File: src/rtl/uart_rx_if.sv
// uart_rx_if
//   Bundles the serial line and the received-byte outputs of uart_rx.
//   Signals:
//     rx            serial line into the receiver (idle high, 8N1, LSB first)
//     data          last correctly framed byte, held until the next good frame
//     data_valid    one-cycle pulse, data is valid in that cycle and afterwards
//     framing_error one-cycle pulse when a stop bit samples low
//     busy          receiver is somewhere inside a frame
//   Modports:
//     master  the receiver (drives data/flags, reads rx)
//     slave   the line driver / consumer (drives rx, reads data/flags)
interface uart_rx_if;
    logic       rx;
    logic [7:0] data;
    logic       data_valid;
    logic       framing_error;
    logic       busy;

    modport master (
        input  rx,
        output data,
        output data_valid,
        output framing_error,
        output busy
    );

    modport slave (
        output rx,
        input  data,
        input  data_valid,
        input  framing_error,
        input  busy
    );
endinterface

File: src/rtl/uart_rx.sv
// uart_rx
//   8N1 UART receiver with mid-bit sampling.
//   Ports:
//     clk        system clock, rising edge
//     rst        synchronous active-high reset
//     bus        uart_rx_if.master: rx in; data, data_valid, framing_error, busy out
//     state_dbg  current FSM state for debug/observation
//   Output semantics: data_valid is a single-cycle qualifier with no back-pressure;
//   data is updated in the same cycle data_valid rises and holds until the next good
//   frame. framing_error is a single-cycle event and never coincides with data_valid.
module uart_rx #(
    parameter int CLKS_PER_BIT = 868
) (
    input  logic           clk,
    input  logic           rst,
    uart_rx_if.master      bus,
    output logic [2:0]     state_dbg
);

    localparam logic [15:0] LAST_CNT = 16'(CLKS_PER_BIT - 1);
    localparam logic [15:0] HALF_CNT = 16'((CLKS_PER_BIT - 1) / 2);

    typedef enum logic [2:0] {
        IDLE      = 3'd0,
        START     = 3'd1,
        DATA      = 3'd2,
        STOP      = 3'd3,
        WAIT_HIGH = 3'd4
    } state_t;

    state_t      state, state_n;
    logic [15:0] cnt, cnt_n;
    logic [2:0]  bit_idx, bit_idx_n;
    logic [7:0]  shift, shift_n;
    logic [7:0]  data_n;
    logic        valid_n, ferr_n;
    logic        rx_meta, rx_sync;

    // Two-flop synchronizer; reset to the idle-high level so that reset release
    // never looks like a start bit.
    always_ff @(posedge clk) begin
        if (rst) begin
            rx_meta <= 1'b1;
            rx_sync <= 1'b1;
        end else begin
            rx_meta <= bus.rx;
            rx_sync <= rx_meta;
        end
    end

    always_ff @(posedge clk) begin
        if (rst) begin
            state             <= IDLE;
            cnt               <= '0;
            bit_idx           <= '0;
            shift             <= '0;
            bus.data          <= '0;
            bus.data_valid    <= 1'b0;
            bus.framing_error <= 1'b0;
        end else begin
            state             <= state_n;
            cnt               <= cnt_n;
            bit_idx           <= bit_idx_n;
            shift             <= shift_n;
            bus.data          <= data_n;
            bus.data_valid    <= valid_n;
            bus.framing_error <= ferr_n;
        end
    end

    always_comb begin
        state_n   = state;
        cnt_n     = cnt + 16'd1;
        bit_idx_n = bit_idx;
        shift_n   = shift;
        data_n    = bus.data;
        valid_n   = 1'b0;
        ferr_n    = 1'b0;

        unique case (state)
            IDLE: begin
                cnt_n = '0;
                if (!rx_sync) state_n = START;
            end
            START: begin
                // Re-check the line at the middle of the start bit to reject glitches.
                if (cnt == HALF_CNT) begin
                    cnt_n     = '0;
                    bit_idx_n = '0;
                    state_n   = rx_sync ? IDLE : DATA;
                end
            end
            DATA: begin
                if (cnt == LAST_CNT) begin
                    cnt_n            = '0;
                    shift_n[bit_idx] = rx_sync;
                    if (bit_idx == 3'd7) state_n = STOP;
                    else                 bit_idx_n = bit_idx + 3'd1;
                end
            end
            STOP: begin
                if (cnt == LAST_CNT) begin
                    cnt_n = '0;
                    if (rx_sync) begin
                        data_n  = shift;
                        valid_n = 1'b1;
                        state_n = IDLE;
                    end else begin
                        ferr_n  = 1'b1;
                        state_n = WAIT_HIGH;
                    end
                end
            end
            WAIT_HIGH: begin
                // A held-low line (break) must not retrigger; wait for idle level.
                cnt_n = '0;
                if (rx_sync) state_n = IDLE;
            end
            default: begin
                cnt_n   = '0;
                state_n = IDLE;
            end
        endcase
    end

    assign bus.busy  = (state != IDLE);
    assign state_dbg = state;

endmodule

File: src/flat_wrapper.sv
// flat-port wrapper written by rule: the top's interface ports become plain ports
module uart_rx_flat 
#(
    parameter int CLKS_PER_BIT = 868
)
  (clk, rst, state_dbg, bus_rx, bus_data, bus_data_valid, bus_framing_error, bus_busy);
  uart_rx_if bus_i ();
  input  logic clk;
  input  logic rst;
  output logic [2:0] state_dbg;
  input wire logic [$bits(bus_i.rx)-1:0] bus_rx;
  output wire logic [$bits(bus_i.data)-1:0] bus_data;
  output wire logic [$bits(bus_i.data_valid)-1:0] bus_data_valid;
  output wire logic [$bits(bus_i.framing_error)-1:0] bus_framing_error;
  output wire logic [$bits(bus_i.busy)-1:0] bus_busy;
  assign bus_i.rx = bus_rx;
  assign bus_data = bus_i.data;
  assign bus_data_valid = bus_i.data_valid;
  assign bus_framing_error = bus_i.framing_error;
  assign bus_busy = bus_i.busy;
  uart_rx #(.CLKS_PER_BIT(CLKS_PER_BIT)) u_core (.clk(clk), .rst(rst), .bus(bus_i), .state_dbg(state_dbg));
endmodule
File: config.mk
export PLATFORM = sky130hd
export DESIGN_NAME = uart_rx_flat
export DESIGN_NICKNAME = d
export VERILOG_FILES = /design/src/rtl/uart_rx_if.sv /design/src/rtl/uart_rx.sv /design/src/flat_wrapper.sv
export SDC_FILE = /design/constraint.sdc
export NUM_CORES = 1
export LEC_CHECK = 0
export ABC_AREA = 1
export CAP_MARGIN = 20
export CORE_MARGIN = 8
export CORE_UTILIZATION = 54
export CTS_BUF_LIST = sky130_fd_sc_hd__clkbuf_8
export CTS_CLUSTER_SIZE = 14
export DETAILED_ROUTE_END_ITERATION = 7
export GPL_TIMING_DRIVEN = 0
export PLACE_DENSITY_LB_ADDON = 0.25
export SLEW_MARGIN = 10
export SYNTH_ARGS = -nofsm -noshare
export SYNTH_HDL_FRONTEND = slang
export SYNTH_SLANG_ARGS = --single-unit
File: constraint.sdc
create_clock -name clk -period 1.3 [get_ports clk]
set_input_delay 0.26 -clock clk [delete_from_list [all_inputs] [get_ports clk]]
set_output_delay 0.26 -clock clk [all_outputs]
set_load 0.005 [all_outputs]
==> impl_metrics.toml <==
[outcome]
status = "complete, but fails checks"
failed_checks = "negative setup slack"

[place]
place.gp.congestion = 0.902
post_dp_cell_area_um2 = 2310
dp_cells = 362
io_buffers = 16
hpwl_um = 3180

[clock_tree]
cts_made_buffers = 5
cts_max_level = 2
root_buffer = "clkbuf_8"
cts_tree = "done"
insertion_delay_ns = 0.31
hold_buffers = 0
clock-sinks = 42
cts.reportedPaths.clkPinSlew_ns = 0.08
ctsLongestPathBuffers = 2

[finish]
stdcell_count = 392
fin_nets = 350
seq_area_um2 = 886
drive_gt1_share_pct = 43.6
fillers = 223
antenna_cells = 0
area_growth_syn_to_layout_pct = 44.8
multiInputGateArea_um2 = 1460
postLayoutCellArea_um2 = 3010

[critical_path]
crit_type = "flip-flop to flip-flop"
worstPathArrival_ns = 1.69
cp-start-kind = "flip-flop"
cp_max_fo = 8
cp-end-kind = "flip-flop"
required_ns = 1.50

[synthesis]
synth_nets = 305
syn_area_um2 = 2080
yosysWarnings = 0
seq_area_frac_synth_pct = 40.5
yosys_register_bits = 42
synth.avg_cell_area_um2 = 6.97
yosysUniqueCellTypes = 29
synthCells = 298

[sta]
relSlewSlack_pct = 75.9
rsz0062_at_grt = "yes"
drv_slew = 0
setup_ws_ns = -0.194
fin_crit_sh_pct = 115
fmax_ghz = 0.669
finalSetupViolCount = 38
tightest_slew_ns = 0.359
clock_skew_ns = 0.0108
hold_violations = 0
fin_crit_ns = 1.49

[worst_hold_path]
hp-class = "flip-flop to flip-flop"

[global_routing]
antenna_found_initial = 0
grt_max_degree = 14
grt_pass1_vias = 2023
grt-ovfl-total = 0
grtUsageTotal_pct = 17.8
grt_pass1_wl_um = 8880

[floorplanning]
core.rowCount = 22
core_area_um2 = 3690
dieArea_um2 = 6080
chipWidth_um = 78
start_util_pct = 56.3
die_h_um = 78
num_io_pins = 17

[job]
timing.max_cap.violations = 0

[pwr]
p_leak_nw = 1.23
p_total_w = 0.00368
ir_drop_uv = 878
p_per_area_nw_per_um2 = 1220

[route]
drt_pass1_iterations = 5
viasPerCell = 5.76
drtIter0Drc = 223
totalWireLength_um = 6280
wl_per_cell_um = 16.0
via_count = 2259
route.detailed.drc = 0
final_antenna_net_count = 0
through the flow:
stage | util [%] | hold WS [ns] | worst slack (ns) | setup TNS (ns)
global placement | 62.7 | 0.391 | -0.329 | -10.35
CTS | 73.5 | 0.426 | -0.131 | -3.25
floorplan | - | 0.332 | 0.00835 | 0
detailed placement | 62.7 | 0.409 | -0.392 | -12.02
finish | 81.5 | 0.415 | -0.194 | -4.14
global route | 81.5 | 0.440 | -0.254 | -7.58
registers in the layout, indices dropped and copies added, names as in the netlist:
name / flops
u_core.cnt: 16
u_core.state_dbg: 3
u_core.bit_idx: 3
u_core.rx_sync: 1
u_core.rx_meta: 1
u_core.bus.framing_error: 1
u_core.bus.data: 8
u_core.bus.data_valid: 1
u_core.shift: 8
logic make-up after synthesis:
family	Yosys count	share of synthesized area, %
buffers and inverters	38	7.47
xor gates and xnor gates	7	2.95
DFF	42	40.5
and+or+nand+nor	184	40.9
AOI/OAI and AO/OA	23	5.73
adders and majority gates	4	2.41
path summary, 6_finish.rpt:
| kind | start | endpoint | slack [ns] | cells past startpoint |
|---|---|---|---|---|
| worst min register to register | u_core.rx_meta$_SDFF_PP1_ | u_core.rx_sync$_SDFF_PP1_ | 0.42 | 1 |
| worst min-delay path | u_core.rx_meta$_SDFF_PP1_ | u_core.rx_sync$_SDFF_PP1_ | 0.42 | 1 |
| worst max-delay path | u_core.cnt[0]$_SDFF_PP0_ | u_core.bus.data[3]$_SDFFE_PP0P_ | -0.19 | 8 |
| worst max register to register | u_core.cnt[0]$_SDFF_PP0_ | u_core.bus.data[3]$_SDFFE_PP0P_ | -0.19 | 8 |
where the power goes:
part | internal [W] | leakage, nW | switching (W)
registers | 0.00135 | 0.351 | 0.0000699
clock network | 0.000427 | 0.0472 | 0.000474
logic | 0.000605 | 0.832 | 0.000751
total | 0.00238 | 1.23 | 0.00129
per-layer routing:
layer | wire [um] | up-vias | GRT usage (%) | part of all wire (%)
li1 | - | 1036 | - | -
met1 | 2430 | 1072 | 20.5 | 39
met2 | 3150 | 116 | 28.8 | 50
met3 | 417 | 35 | 5.88 | 6.6
met4 | 274 | 0 | 9.26 | 4.4
met5 | 0 | - | 0 | 0
placed cells by master (no fill, tap or decap), drive strengths merged:
cell type       n
a21oi           6
a31oi           2
buf            25
clkbuf          8
clkdlybuf4s50   2
clkinv          1
clkinvlp        1
dfxtp          42
dlygate4sd2    13
ha              4
inv            34
nand2          58
nand3          26
nand4           5
nor2           79
nor3           14
o21ai          14
o22ai           1
or2             2
xnor2           2
xor2            5
synthesized netlist by cell type:
cell type	instances	area, um2
xor2_1	5	43.8
ha_1	4	50.1
nor3_1	11	55.1
o21ai_1	1	5.00
o21ai_0	13	65.1
a21oi_1	6	30.0
a31oi_1	2	12.5
clkbuf_1	1	3.75
o22ai_1	1	6.26
or2_2	2	12.5
buf_1	1	3.75
nor3_4	1	16.3
nand3_4	1	17.5
nand2_4	2	22.5
nand3_1	23	115
inv_2	7	26.3
inv_1	27	101
buf_8	1	15.0
nand3_2	2	20.0
buf_2	1	5.00
nand4_1	5	31.3
nand2_1	52	195
nor3_2	2	20.0
dfxtp_1	42	841
nor2_2	6	37.5
nor2_1	72	270
nand2_2	4	25.0
xnor2_1	2	17.5
nor2_4	1	11.3
final cells by class:
| cell class | instances | area share (%) |
|---|---|---|
| Tap cell | 48 | 2.00 |
| Clock inverter | 2 | 0.416 |
| Multi-Input combinational cell | 218 | 48.4 |
| Inverter | 34 | 4.58 |
| Clock buffer | 6 | 2.75 |
| Timing Repair Buffer | 39 | 11.9 |
| Sequential cell | 42 | 29.5 |
| Buffer | 3 | 0.499 |
worst max-delay path, stage by stage, from the launching register on:
cell,delay [ns]
dfxtp_4,0.37
ha_4,0.18
nand3_4,0.09
nor2_4,0.12
nand2_2,0.09
inv_4,0.11
nand3_4,0.17
nor2_2,0.19
nor2_1,0.06
repair_timing:
action	CTS	global route
buffers inserted	14	9
hold endpoints to repair	0	0
resized for setup	75	84
pin swaps	14	38
endpoints found under the setup margin	53	41
gates cloned	1	0
Power figures use the tool's default switching activity.
